`src/rtl/keypad_scanner.sv`:
```
// keypad_scanner
//   Scans a 4x4 active-low matrix keypad one row at a time. It synchronises
//   and debounces the column reads and reports each accepted key press once.
//
// Ports
//   clk        system clock
//   rst        synchronous reset, active-high
//   col[3:0]   keypad columns, active-low, pulled up
//   row[3:0]   keypad rows, one-hot active-low (driven row = 0)
//   key_code   last accepted key, {row_idx, col_idx}
//   key_valid  one-cycle pulse when a new key is accepted
//   key_held   high while the accepted key remains pressed
//
// Parameters
//   SCAN_DIV   cycles each row is driven before its columns are sampled (>= 4)
//   DEBOUNCE   consecutive identical samples to accept a press/release (>= 2)

module keypad_scanner #(
  parameter int unsigned SCAN_DIV = 1000,
  parameter int unsigned DEBOUNCE = 4
) (
  input  logic       clk,
  input  logic       rst,
  input  logic [3:0] col,
  output logic [3:0] row,
  output logic [3:0] key_code,
  output logic       key_valid,
  output logic       key_held
);

  localparam int DW = $clog2(SCAN_DIV);
  localparam int CW = $clog2(DEBOUNCE + 1);
  localparam logic [DW-1:0] DWELL_LAST = DW'(SCAN_DIV - 1);
  localparam logic [CW-1:0] CNT_DONE   = CW'(DEBOUNCE);

  typedef enum logic [1:0] {
    ST_SCAN,
    ST_DEBOUNCE,
    ST_HELD
  } state_t;

  state_t        state, state_next;
  logic [3:0]    col_m, col_s;
  logic [DW-1:0] dwell;
  logic [1:0]    row_idx, row_idx_next;
  logic [3:0]    cand, cand_next;
  logic [CW-1:0] cnt, cnt_next, cnt_inc;
  logic [3:0]    key_code_next;
  logic          key_valid_next, key_held_next;
  logic          sample, hit;
  logic [1:0]    col_idx;
  logic [3:0]    code;

  // Two-flop synchroniser for the asynchronous keypad columns.
  always_ff @(posedge clk) begin
    if (rst) begin
      col_m <= 4'hF;
      col_s <= 4'hF;
    end else begin
      col_m <= col;
      col_s <= col_m;
    end
  end

  // Free-running dwell counter. A row change always lands on the cycle after
  // a sample, so each row is driven from dwell = 0. The sample at
  // SCAN_DIV-1 therefore sees a col_s that has settled through the
  // synchroniser.
  always_ff @(posedge clk) begin
    if (rst) begin
      dwell <= '0;
    end else if (dwell == DWELL_LAST) begin
      dwell <= '0;
    end else begin
      dwell <= dwell + 1'b1;
    end
  end

  // Only a single closed column counts as a hit. Multi-key presses fall
  // into the default branch and are treated as a miss.
  always_comb begin
    hit     = 1'b1;
    col_idx = 2'd0;
    case (col_s)
      4'b1110: col_idx = 2'd0;
      4'b1101: col_idx = 2'd1;
      4'b1011: col_idx = 2'd2;
      4'b0111: col_idx = 2'd3;
      default: hit = 1'b0;
    endcase
  end

  assign sample  = (dwell == DWELL_LAST);
  assign code    = {row_idx, col_idx};
  assign cnt_inc = cnt + 1'b1;

  // Next-state logic. The FSM only acts on sample cycles. cnt serves as the
  // press counter in ST_DEBOUNCE and as the release counter in ST_HELD.
  always_comb begin
    state_next     = state;
    row_idx_next   = row_idx;
    cand_next      = cand;
    cnt_next       = cnt;
    key_code_next  = key_code;
    key_valid_next = 1'b0;
    key_held_next  = key_held;
    if (sample) begin
      case (state)
        ST_SCAN: begin
          if (hit) begin
            cand_next  = code;
            cnt_next   = CW'(1);
            state_next = ST_DEBOUNCE;
          end else begin
            row_idx_next = row_idx + 2'd1;
          end
        end
        ST_DEBOUNCE: begin
          if (hit && (code == cand)) begin
            if (cnt_inc == CNT_DONE) begin
              key_code_next  = cand;
              key_valid_next = 1'b1;
              key_held_next  = 1'b1;
              cnt_next       = '0;
              state_next     = ST_HELD;
            end else begin
              cnt_next = cnt_inc;
            end
          end else begin
            cnt_next     = '0;
            row_idx_next = row_idx + 2'd1;
            state_next   = ST_SCAN;
          end
        end
        ST_HELD: begin
          if (hit) begin
            cnt_next = '0;
          end else if (cnt_inc == CNT_DONE) begin
            key_held_next = 1'b0;
            cnt_next      = '0;
            row_idx_next  = row_idx + 2'd1;
            state_next    = ST_SCAN;
          end else begin
            cnt_next = cnt_inc;
          end
        end
        default: begin
          cnt_next   = '0;
          state_next = ST_SCAN;
        end
      endcase
    end
  end

  always_ff @(posedge clk) begin
    if (rst) begin
      state     <= ST_SCAN;
      row_idx   <= 2'd0;
      cand      <= 4'h0;
      cnt       <= '0;
      key_code  <= 4'h0;
      key_valid <= 1'b0;
      key_held  <= 1'b0;
    end else begin
      state     <= state_next;
      row_idx   <= row_idx_next;
      cand      <= cand_next;
      cnt       <= cnt_next;
      key_code  <= key_code_next;
      key_valid <= key_valid_next;
      key_held  <= key_held_next;
    end
  end

  assign row = ~(4'b0001 << row_idx);

endmodule
```
`config.mk`:
```
export PLATFORM = sky130hd
export DESIGN_NAME = keypad_scanner
export DESIGN_NICKNAME = d
export VERILOG_FILES = /design/src/rtl/keypad_scanner.sv
export SDC_FILE = /design/constraint.sdc
export NUM_CORES = 1
export LEC_CHECK = 0
export ABC_AREA = 1
export CELL_PAD_IN_SITES_DETAIL_PLACEMENT = 1
export CELL_PAD_IN_SITES_GLOBAL_PLACEMENT = 1
export CORE_MARGIN = 5
export CORE_UTILIZATION = 41
export CTS_CLUSTER_DIAMETER = 150
export DETAILED_ROUTE_END_ITERATION = 8
export HOLD_SLACK_MARGIN = 0.05
export MAX_ROUTING_LAYER = met4
export PLACE_DENSITY_LB_ADDON = 0.1
export SLEW_MARGIN = 20
export SYNTH_ARGS = -nofsm -noshare
export SYNTH_HDL_FRONTEND = slang
export SYNTH_SLANG_ARGS = --single-unit
```
`constraint.sdc`:
```
create_clock -name clk -period 2.2 [get_ports clk]
set_clock_uncertainty 0.2 [all_clocks]
set_input_delay 0.22 -clock clk [delete_from_list [all_inputs] [get_ports clk]]
set_output_delay 0.22 -clock clk [all_outputs]
set_load 0.05 [all_outputs]
```
==> results of run 1 <==
==> metal layers <==
layer  vias to the layer above  track usage  routed length [µm]
li1                        740            -                   -
met5                         -            -                   0
met2                        13        0.261                1760
met1                       652        0.165                1420
met4                         0       0.0483                  31
met3                         4       0.0369                  97
==> kinds of logic after synthesis <==
logic type               count (synthesis)
adder cells (fa/ha/maj)                  8
flip-flops                              35
AO/OA/AOI/OAI                           27
AND/OR/NAND/NOR                        119
buffers and inverters                   35
==> synth_stat cells, drive strengths merged <==
cell | n | area, µm²
ha | 8 | 100
a21boi | 1 | 7.51
nand3 | 11 | 70.1
or2 | 8 | 50.1
clkbuf | 1 | 3.75
o21bai | 1 | 7.51
o211ai | 1 | 7.51
nor3 | 3 | 26.3
nor2 | 32 | 133
buf | 1 | 5.00
nor3b | 4 | 30.0
nand3b | 1 | 7.51
nand4 | 3 | 18.8
a21oi | 13 | 65.1
dfxtp | 35 | 701
o21ai | 10 | 61.3
o21a | 1 | 7.51
inv | 33 | 124
nand2 | 57 | 234
==> sequential cells by signal (all words and copies together) (netlist names) <==
| name | cells |
|---|---|
| cand | 4 |
| cnt | 3 |
| col_m | 4 |
| col_s | 4 |
| dwell | 10 |
| key_code | 4 |
| key_held | 1 |
| key_valid | 1 |
| row_idx | 2 |
| state | 2 |
==> power by group <==
part | total [W] | leakage (nW) | internal, W | switching [W]
combinational | 0.0000632 | 0.555 | 0.0000264 | 0.0000368
sequential | 0.000652 | 0.284 | 0.000645 | 0.00000722
clock | 0.000491 | 0.0515 | 0.000285 | 0.000206
total | 0.00121 | 0.890 | 0.000957 | 0.000250
==> metrics by stage <==
stage | std cells | hold slack (ns) | power [W]
CTS | 296 | 0.216 | 0.00123
global placement | 288 | 0.191 | 0.000729
detailed placement | 288 | 0.197 | 0.000731
finish | 296 | 0.212 | 0.00121
floorplan | 224 | 0.124 | 0.000708
global route | 296 | 0.229 | 0.00126
==> critical path: cells and delay by family (launching register included) <==
kind	cells	cell delay (ns)
buf+inv	2	0.84
flops	1	0.36
fa+ha+maj	1	0.21
==> final timing paths <==
| path | slack [ns] | endpoint | from |
|---|---|---|---|
| max reg2reg | 0.35 | row_idx[1] | dwell[0] |
| min | 0.21 | col_s[3] | col_m[3] |
| min reg2reg | 0.21 | col_s[3] | col_m[3] |
| max | 0.1 | row[3] | row_idx[0] |
==> area by class of cell <==
type,instances,area (µm²)
clock buffer,8,100
fill,536,2010
inverter,33,124
multi-input combinational,154,826
sequential,35,701
tap,50,62.6
timing repair buffer,16,150
==> metrics.txt, run 1 <==
outcome finished, final reports clean; Pwr Density roughly 610 nW/µm²; GRT Resource Usage Total 0.149; max incr delay on CP 0.79 ns; Synth Register Bits 35; post-synthesis sequential area ratio 0.422; RSZ-0062 raised after global routing no; HPWL after detailed placement between 2000 and 3000 µm; fmax 476 MHz; Initial Util 0.418; Final Util 0.494; GPL Wtd Cong 0.728; # port buffers 15; initial antenna violation count 0; I/O pins 16; CP Data Required Time 1.78 ns; complex-gate fraction of the synthesized area 0.0943; Worst-path clk slew roughly 0.070 ns; H-Tree Depth 2; diode count 0; fin nets 259; synthesized area 1660 µm²; Post-DP Area 1860 µm²; clock sinks 35; # setup viols final 0; first-pass GRT wire length 6170 µm; global route total overflow 0; largest family of logic cells by synthesized area simple AND/OR/NAND/NOR gates; wirelength, routed 3310 µm; Post-Syn Area per Cell 7.41 µm²; Max Cap Viol 0; Mapped Cells between 200 and 250; Max VDD drop 0.392 mV; Avg WL per Cell 11.2 µm; Num CTS Buffers 5; Worst Hold Depth 1; Post-CTS Hold Buffers 0; Netlist cell types 28; WS Path Type flip-flop to output port; Final Slew Violations 0; Initial DRC Count 45; Clk Latency, worst-skew pair 0.28 ns; pre-CTS setup slack approximately 0.28 ns; Final Worst Setup Slack 0.0986 ns; largest net degree at the start of global routing 15; Synth Area in Simple Gates 0.343; Critical Path AT 1.68 ns; Final Hold Vio Count 0; Max clock buf depth 2; Final period util 0.955; Tightest Pin Transition 0.494 ns; Die H 73.6 µm; Via density 4.76; most frequent cells in the layout nand2_1, dfxtp_1, inv_1, nor2_1, a21oi_1; syn_nets 238; Layout area overhead 18.3%; crit path max fanout 5; Critical Path Sink Type output port; Resized cells post-CTS 0; Row Count 23; minimum clock period 2.10 ns; width of the die 73.6 µm; YS warnings 0; Root Buffer clkbuf_8; CTS tree built; Startpoint Class flip-flop; multiplexer share of the synthesized area 0; via count between 1000 and 1500; design area 1960 µm²; share of cells above drive strength 1 0.142; Worst Reg-to-Reg Cells 10; CP max-delay cell clkdlybuf4s50_1; most common cell after layout, fill and taps aside nand2_1; drc violations 0; CP Cell Sequence ha_1, inv_1, clkdlybuf4s50_1; DIE AREA 5420 µm²; CORE AREA just under 4000 µm²; worst hold path type flip-flop to flip-flop; Total Neg Setup Slack 0 ns; Leakage 0.890 nW; xor-xnor portion of the synthesized cell area 0; Rel. slew slack 0.670; vias in the first global route 1456; post-CTS setup buffer count 0; Post-DRT Antenna Nets 0; DR pass1 iterations 4; adder-cell share of the synthesized area 0.0603
No activity file was read; power rests on OpenSTA's default activity.
==> run 2: changes to the inputs <==
ABC_CLOCK_PERIOD_IN_PS = 2200   (was default)
==> results of run 2 <==
Same layout as run 1: the final DEF is identical, and so are final timing and power.
